### src/rtl/instr_encoder.sv
// rtl/instr_encoder.sv - symbolic instruction to 16-bit machine word encoder with sequential imem write port
// Optional strict field checking: define INSTR_ENC_STRICT_EN.
module instr_encoder #(
    parameter logic [7:0] BASE_ADDR = 8'h00,
    parameter logic [7:0] MAX_ADDR  = 8'hFF
) (
    input  logic        CLK,
    input  logic        RST_N,
    input  logic        start,
    input  logic        stop,
    input  logic        in_valid,
    output logic        in_ready,
    input  logic [4:0]  mnem,
    input  logic [3:0]  ra,
    input  logic [3:0]  rb,
    input  logic [3:0]  rc,
    input  logic [7:0]  imm,
    input  logic [7:0]  addr,
    output logic        out_valid,
    input  logic        out_ready,
    output logic [7:0]  imem_addr,
    output logic [15:0] imem_wdata,
    output logic        busy,
    output logic        full,
    output logic        err_illegal,
    output logic [8:0]  count
);

    typedef enum logic {S_IDLE, S_LOAD} state_t;

    state_t      r_state, w_state_nxt;
    logic        r_out_valid, r_full, r_err;
    logic [7:0]  r_ptr, r_addr;
    logic [15:0] r_wdata;
    logic [8:0]  r_count;

    logic        w_accept, w_emit, w_last, w_illegal;
    logic [7:0]  w_wr_addr;
    logic [15:0] w_enc;

    assign busy      = (r_state == S_LOAD);
    assign in_ready  = busy & ~r_full & (~r_out_valid | out_ready);
    assign w_accept  = in_valid & in_ready;
    assign w_emit    = r_out_valid & out_ready;
    // Emitting MAX_ADDR ends the session; a word accepted in that same cycle has nowhere to go.
    assign w_last    = w_emit & (r_addr == MAX_ADDR);
    assign w_wr_addr = w_emit ? r_ptr + 8'd1 : r_ptr;

    always_comb begin
        w_enc     = 16'h0000;
        w_illegal = 1'b0;
        case (mnem)
            5'd0:                      w_enc = 16'h0000;
            5'd1:                      w_enc = {4'h1, rc, addr};
            5'd2:                      w_enc = {4'h2, rc, rb, imm[3:0]};
            5'd3:                      w_enc = {4'h3, ra, addr};
            5'd4:                      w_enc = {4'h4, rc, imm};
            5'd5, 5'd6, 5'd7, 5'd8:    w_enc = {mnem[3:0], rc, ra, rb};
            5'd9, 5'd10, 5'd11:        w_enc = {mnem[3:0] + 4'd1, rc, ra, rb};
            5'd12:                     w_enc = {4'hD, ra, addr};
            5'd13:                     w_enc = {4'hE, ra, addr};
            5'd14:                     w_enc = {4'hF, 4'h0, addr};
            5'd15:                     w_enc = 16'hF100;
            5'd16:                     w_enc = 16'hF200;
            5'd17, 5'd18, 5'd19, 5'd20,
            5'd21, 5'd22, 5'd23:       w_enc = {4'hF, mnem[3:0] + 4'd2, rc, imm[3:0]};
            default:                   w_illegal = 1'b1;
        endcase
`ifdef INSTR_ENC_STRICT_EN
        if ((mnem == 5'd2 || (mnem >= 5'd17 && mnem <= 5'd23)) && imm[7:4] != 4'h0)
            w_illegal = 1'b1;
        if (mnem == 5'd14 && ra != 4'h0)
            w_illegal = 1'b1;
`else
        w_illegal = w_illegal;
`endif
    end

    always_comb begin
        w_state_nxt = r_state;
        if (start)
            w_state_nxt = S_LOAD;
        else if (r_state == S_LOAD && (stop || w_last))
            w_state_nxt = S_IDLE;
    end

    always_ff @(posedge CLK or negedge RST_N) begin
        if (!RST_N) begin
            r_state     <= S_IDLE;
            r_out_valid <= 1'b0;
            r_full      <= 1'b0;
            r_err       <= 1'b0;
            r_ptr       <= 8'h00;
            r_addr      <= 8'h00;
            r_wdata     <= 16'h0000;
            r_count     <= 9'd0;
        end else begin
            r_state <= w_state_nxt;
            if (start) begin
                // Restart drops any pending word; an input accepted this cycle opens the new session.
                r_ptr       <= BASE_ADDR;
                r_count     <= 9'd0;
                r_full      <= 1'b0;
                r_err       <= w_accept & w_illegal;
                r_out_valid <= w_accept & ~w_illegal;
                if (w_accept & ~w_illegal) begin
                    r_addr  <= BASE_ADDR;
                    r_wdata <= w_enc;
                end
            end else begin
                if (w_emit) begin
                    r_count <= r_count + 9'd1;
                    if (r_addr == MAX_ADDR)
                        r_full <= 1'b1;
                    else
                        r_ptr <= r_ptr + 8'd1;
                end
                if (w_accept & w_illegal)
                    r_err <= 1'b1;
                if (w_accept & ~w_illegal & ~w_last) begin
                    r_out_valid <= 1'b1;
                    r_addr      <= w_wr_addr;
                    r_wdata     <= w_enc;
                end else if (w_emit) begin
                    r_out_valid <= 1'b0;
                end
            end
        end
    end

    assign out_valid   = r_out_valid;
    assign imem_addr   = r_addr;
    assign imem_wdata  = r_wdata;
    assign full        = r_full;
    assign err_illegal = r_err;
    assign count       = r_count;

endmodule
### config.mk
export PLATFORM = sky130hd
export DESIGN_NAME = instr_encoder
export DESIGN_NICKNAME = d
export VERILOG_FILES = /design/src/rtl/instr_encoder.sv
export SDC_FILE = /design/constraint.sdc
export NUM_CORES = 1
export LEC_CHECK = 0
export CORE_MARGIN = 3
export CORE_UTILIZATION = 48
export CTS_CLUSTER_DIAMETER = 200
export DETAILED_ROUTE_END_ITERATION = 6
export PLACE_DENSITY = 0.86
export SLEW_MARGIN = 20
export SYNTH_ARGS = -nofsm -noshare
export SYNTH_HDL_FRONTEND = slang
export SYNTH_SLANG_ARGS = --single-unit
### constraint.sdc
create_clock -name CLK -period 2.1 [get_ports CLK]
set_clock_uncertainty 0.1 [all_clocks]
set_input_delay 0.315 -clock CLK [delete_from_list [all_inputs] [get_ports CLK]]
set_output_delay 0.315 -clock CLK [all_outputs]
set_load 0.01 [all_outputs]
==> impl_metrics.json, run 1 <==
{
  "place_ws_ns": -0.720,
  "whs_endpoint": "imem_wdata[8]",
  "ys_ff_latch": 45,
  "grt_pass1_wl_um": 13100,
  "clkTransAtPathRegs_ns": 0.08,
  "cts.path.max_buffers": 2,
  "overflow": 0,
  "max_freq_mhz": 488,
  "slew_viol_final": 0,
  "numCtsBuffers": 5,
  "die_w_um": 80.3,
  "muxShareOfSynthArea": 0.00755,
  "syn-num-nets": 338,
  "max_cap_viol_count": 0,
  "synth_top_family_by_area": "compound AO/OA/AOI/OAI gates",
  "grt_max_degree": 28,
  "diodes": 0,
  "hold_start": "mnem[0]",
  "yosysWarnings": 0,
  "syn_avg_cell_area_um2": 9.08,
  "vias_per_cell": 5.83,
  "h-tree-depth": 2,
  "ys_seq_area_frac": 0.425,
  "synthSimpleGateAreaFrac": 0.196,
  "vias": 2729,
  "hold_viol": 0,
  "cts_tree": "yes",
  "antenna_found_initial": 0,
  "r2r_setup_slack_ns": 0.41,
  "synth-xor-area-share": 0.0661,
  "yosysTopAreaCell": "dfrtp_1",
  "fin_ws_ns": 0.0520,
  "slew_headroom": 0.587,
  "clk_latency_ns": 0.31,
  "ant_nets": 0,
  "criticalPathCategory": "input port to flip-flop",
  "ys_types": 53,
  "cp.arrival_ns": 2.13,
  "stdcell_count": 468,
  "nNetsFinal": 444,
  "route.met3.wl_um": 580,
  "hpwl_um": 5970,
  "cp-end-kind": "flip-flop",
  "hp-class": "input port to flip-flop",
  "syn_inst": 292,
  "min_period_over_period": 0.975,
  "r2r-end": "imem_addr[0]",
  "die_h_um": 80.3,
  "drive_gt1_frac": 0.176,
  "drt_iter0_drc": 268,
  "multiInputGateArea_um2": 1440,
  "rows": 26,
  "die-area_um2": 6450,
  "hold_slack_ns": 0.330,
  "utilization": 0.739,
  "wl_met2_um": 3950,
  "synthAdderAreaFrac": 0.0331,
  "top_layer": "met4",
  "place_inst": 460,
  "wl_met1_um": 3180,
  "cts.root.buffer_cell": "clkbuf_8",
  "synth-compound-area-share": 0.220,
  "worst_ir_drop_vdd_uv": 496,
  "post-cts-setup-buffer-count": 0,
  "ios": 77,
  "synth-edff-count": 0,
  "finalSetupViolCount": 0,
  "synthTopCellsByArea": "dfrtp_1 (42%), nand2_1 (6.2%), xor2_1 (5.6%)",
  "final.fill_count": 380,
  "coreArea_um2": 5240,
  "post_drt_wl_per_cell_um": 16.7,
  "worstPathMaxFanout": 5,
  "worstReg2RegStart": "out_valid",
  "worstMarginPinSlew_ns": 0.619,
  "layout_common_cells": "clkdlybuf4s50_1 (72), dfrtp_1 (45), nand2_1 (44), buf_4 (40), nor2_1 (21)",
  "regArea_um2": 1130,
  "startpoint_type": "input port",
  "fin_crit_ns": 2.05,
  "cts_sinks": 45,
  "synth_area_um2": 2650,
  "power.total_mw": 2.28,
  "violations": "DRC",
  "mostFrequentLayoutCell": "clkdlybuf4s50_1",
  "synth_top_area_share": 0.425,
  "drcViolationCount": 7,
  "grt_pass1_vias": 2693,
  "cp.required_ns": 2.18,
  "power-per-cell-area_nw_per_um2": 590,
  "grt_util_all_layers": 0.256,
  "ys.flop_type": "dfrtp_1",
  "gp_congestion": 0.912,
  "leakagePower_nw": 1.64,
  "reg2regPathDepth": 6,
  "rsz0062_at_grt": "no",
  "synthArstFlopShare": 1.00,
  "io_buffers": 76,
  "finalWirelength_um": 7820,
  "dr.pass1.iters": 7,
  "initial_core_util": 0.506,
  "syn2layout_area_growth_pct": 46.0,
  "status": "finished with violations",
  "hold_depth": 3
}
-- layer usage --
| layer | vias up | GRT usage |
|---|---|---|
| met5 | - | 0 |
| met4 | 0 | 0.0541 |
| met3 | 17 | 0.0516 |
| met2 | 135 | 0.434 |
| met1 | 1310 | 0.337 |
| li1 | 1267 | - |
-- flip-flops by register name, indices dropped and copies added, names as in the netlist --
| name | cells |
|---|---|
| count | 9 |
| out_valid | 1 |
| err_illegal | 1 |
| r_ptr | 8 |
| imem_addr | 8 |
| full | 1 |
| imem_wdata | 16 |
| busy | 1 |
-- worst max-delay path, cell delays in order --
cell and delay (ns):
dlygate4sd2_1 0.26, buf_6 0.14, ha_2 0.19, or4_4 0.51, nand2_4 0.10, a21oi_2 0.08, a222oi_1 0.41, o21ai_1 0.12
-- kinds of logic after synthesis --
kind of cell,after synthesis
AO/OA/AOI/OAI,86
flip-flops,45
multiplexers,2
AND/OR/NAND/NOR,103
adder cells (fa/ha/maj),7
buffers and inverters,29
XOR/XNOR,20
-- worst max-delay path by stage --
stage	depth (start not counted)	endpoint	from
after floorplan	8	imem_wdata[10]	mnem[0]
after global placement	8	imem_wdata[9]	mnem[0]
after detailed placement	8	imem_wdata[9]	mnem[0]
after CTS	4	in_ready	out_ready
after global routing	8	imem_wdata[9]	mnem[1]
final	8	imem_wdata[9]	mnem[1]
-- what timing repair did --
item | CTS | global route
endpoints found under the setup margin | 25 | 14
hold endpoints to repair | 25 | 0
pin swaps | 4 | 4
gates resized for setup | 15 | 7
hold buffers | 1 | 0
-- stage by stage --
step,instance area (µm²),setup TNS (ns)
3_3_place_gp,3700,-13.36
2_1_floorplan,2650,0
4_1_cts,3860,0
3_5_place_dp,3700,-15.37
6_report,3870,0
5_1_grt,3870,0
-- power breakdown --
part / total, mW / switching (mW) / leakage (nW) / internal (mW)
combinational: 0.623 / 0.289 / 0.973 / 0.335
sequential: 0.991 / 0.0516 / 0.611 / 0.940
clock: 0.668 / 0.316 / 0.0546 / 0.353
-- cell usage after synthesis (2+ instances only) --
cell	n
buf_4	3
nand2b_1	2
nor2_1	21
mux2i_1	2
a21oi_1	10
xor2_1	17
or3_1	3
xnor2_1	3
o311ai_0	2
nand3_1	2
o21a_1	2
buf_2	7
inv_1	10
clkbuf_1	7
nand2_1	44
nand4_1	9
o31ai_1	9
o21ai_0	20
a222oi_1	7
o21ai_1	13
a22oi_1	4
and3_1	5
nor3_1	2
ha_1	7
o211ai_1	2
and4_1	2
dfrtp_1	45
a221oi_1	7
-- final cells by class --
type / count / area share
multi-input cells: 218 / 0.371
flip-flops and latches: 45 / 0.291
repair buffers: 118 / 0.277
well taps: 70 / 0.0226
clock buffers: 5 / 0.0178
clock inverters: 2 / 0.0100
inverters: 10 / 0.00970
Power figures use the tool's default switching activity.
==> run 2: changes to the inputs <==
CTS_CLUSTER_SIZE = 40   (was unset)
==> results of run 2 <==
Final layout, timing and power as in run 1 (identical DEF).
==> run 3: changes to the inputs <==
CORE_ASPECT_RATIO = 1.75   (was unset)
==> run 3 against run 2 <==
The flow now finishes without violations; setup slack better by 0.037 ns; register-to-register slack gained 0.09 ns; total power is 5.7% lower; hold slack better by 0.052 ns; sequential power fell by 0.5%; die area is 0.54% higher; count of clock-buffer cells in the layout increased by 1; clock power down 18%.
==> impl_metrics.json, run 3 (synthesis gave the netlist of run 1 again) <==
{
  "layout_common_cells": "clkdlybuf4s50_1 (72), dfrtp_1 (45), nand2_1 (44), buf_4 (38), nor2_1 (21)",
  "hold_viol": 0,
  "coreArea_um2": 5300,
  "grt_util_all_layers": 0.240,
  "hpwl_um": 6170,
  "die_h_um": 104,
  "worstPathMaxFanout": 8,
  "status": "finished clean",
  "rows": 35,
  "ant_nets": 0,
  "criticalPathCategory": "input port to flip-flop",
  "path_cells": "buf_2 -> inv_1 -> ha_2 -> or4_4 -> nand2_4 -> a21oi_4 -> a222oi_1 -> o21ai_1",
  "final.fill_count": 413,
  "slew_headroom": 0.641,
  "mostFrequentLayoutCell": "clkdlybuf4s50_1",
  "cp.arrival_ns": 2.08,
  "h-tree-depth": 2,
  "cts.root.buffer_cell": "clkbuf_8",
  "vias_per_cell": 5.61,
  "clk_latency_ns": 0.29,
  "cpMaxStageDelayCell": "or4_4",
  "vias": 2642,
  "grt_pass1_wl_um": 12600,
  "leakagePower_nw": 1.63,
  "finalWirelength_um": 7500,
  "die-area_um2": 6480,
  "postLayoutCellArea_um2": 3840,
  "numCtsBuffers": 5,
  "ios": 77,
  "worstMarginPinSlew_ns": 0.537,
  "grt_max_degree": 27,
  "hold_depth": 2,
  "die_w_um": 62.2,
  "overflow": 0,
  "rsz0062_at_grt": "no",
  "power.total_mw": 2.15,
  "cp.required_ns": 2.17,
  "critPathMaxStageDelay_ns": 0.57,
  "cts.path.max_buffers": 2,
  "slew_viol_final": 0,
  "place_ws_ns": -0.610,
  "gp_congestion": 0.933,
  "startpoint_type": "input port",
  "cts_sinks": 45,
  "io_buffers": 76,
  "finalSetupViolCount": 0,
  "power-per-cell-area_nw_per_um2": 560,
  "drcViolationCount": 0,
  "max_freq_mhz": 497,
  "largest_reg_flops": 16,
  "drive_gt1_frac": 0.166,
  "hp-class": "flip-flop to flip-flop",
  "fin_crit_ns": 2.01,
  "min_period_over_period": 0.958,
  "cp-end-kind": "flip-flop",
  "regArea_um2": 1130,
  "worst_ir_drop_vdd_uv": 372,
  "drt_iter0_drc": 200,
  "grt_pass1_vias": 2734,
  "reg2regPathDepth": 6,
  "clkTransAtPathRegs_ns": 0.08,
  "nNetsFinal": 442,
  "antenna_found_initial": 0,
  "max_cap_viol_count": 0,
  "syn2layout_area_growth_pct": 44.9,
  "initial_core_util": 0.500,
  "dr.pass1.iters": 6,
  "dpl-instance-area_um2": 3700,
  "fin_ws_ns": 0.0888,
  "cts_tree": "yes",
  "post_drt_wl_per_cell_um": 15.9,
  "diodes": 0,
  "multiInputGateArea_um2": 1430
}
## run 3: where the power goes
| group | internal [mW] | total (mW) | leakage [nW] | switching [mW] |
|---|---|---|---|---|
| clock network | 0.267 | 0.549 | 0.0512 | 0.282 |
| registers | 0.940 | 0.986 | 0.611 | 0.0461 |
| logic | 0.334 | 0.618 | 0.964 | 0.284 |
## run 3: metrics by stage
step,std cells,setup TNS [ns],utilization,hold WS [ns]
2_1_floorplan,292,0,-,-0.0806
3_3_place_gp,461,-11.05,0.698,0.174
3_5_place_dp,461,-12.22,0.698,0.175
4_1_cts,470,0,0.723,0.388
5_1_grt,471,0,0.725,0.417
6_report,471,0,0.725,0.383
## run 3: area by class of cell
class / instances / share of cell area
inverters: 10 / 0.00977
repair buffers: 116 / 0.277
flip-flops and latches: 45 / 0.293
clock buffers: 6 / 0.0215
well taps: 74 / 0.0241
clock inverters: 2 / 0.00358
multi-input cells: 218 / 0.371
## run 3: final timing paths
check / startpoint / end / slack [ns]
setup / recovery: mnem[0] / imem_wdata[3] / 0.09
hold / removal: imem_wdata[13] / imem_wdata[13] / 0.38
setup reg to reg: out_valid / imem_addr[5] / 0.50
hold reg to reg: imem_wdata[13] / imem_wdata[13] / 0.38
max in group asynchronous: RST_N / imem_wdata[2] / 0.93
min in group asynchronous: RST_N / err_illegal / 0.41
## run 3: per-layer routing
| metal | vias up | global-route usage | routed length (µm) |
|---|---|---|---|
| met4 | 0 | 0.138 | 281 |
| met5 | - | 0 | 0 |
| met1 | 1252 | 0.233 | 2600 |
| li1 | 1270 | - | - |
| met2 | 98 | 0.465 | 4290 |
| met3 | 22 | 0.0378 | 323 |
## run 3: what timing repair did
item	4_1_cts	5_1_grt
pin swaps	4	5
gates cloned	0	0
gates resized for setup	13	6
hold buffers	1	0
hold endpoints to repair	18	0
setup endpoints to repair	25	6
setup buffers	0	1
## run 3: critical path: cells and delay by family
kind            cells  cell delay, ns
compound gates      3            0.61
fa+ha+maj           1            0.23
buf+inv             2            0.25
simple gates        2            0.68
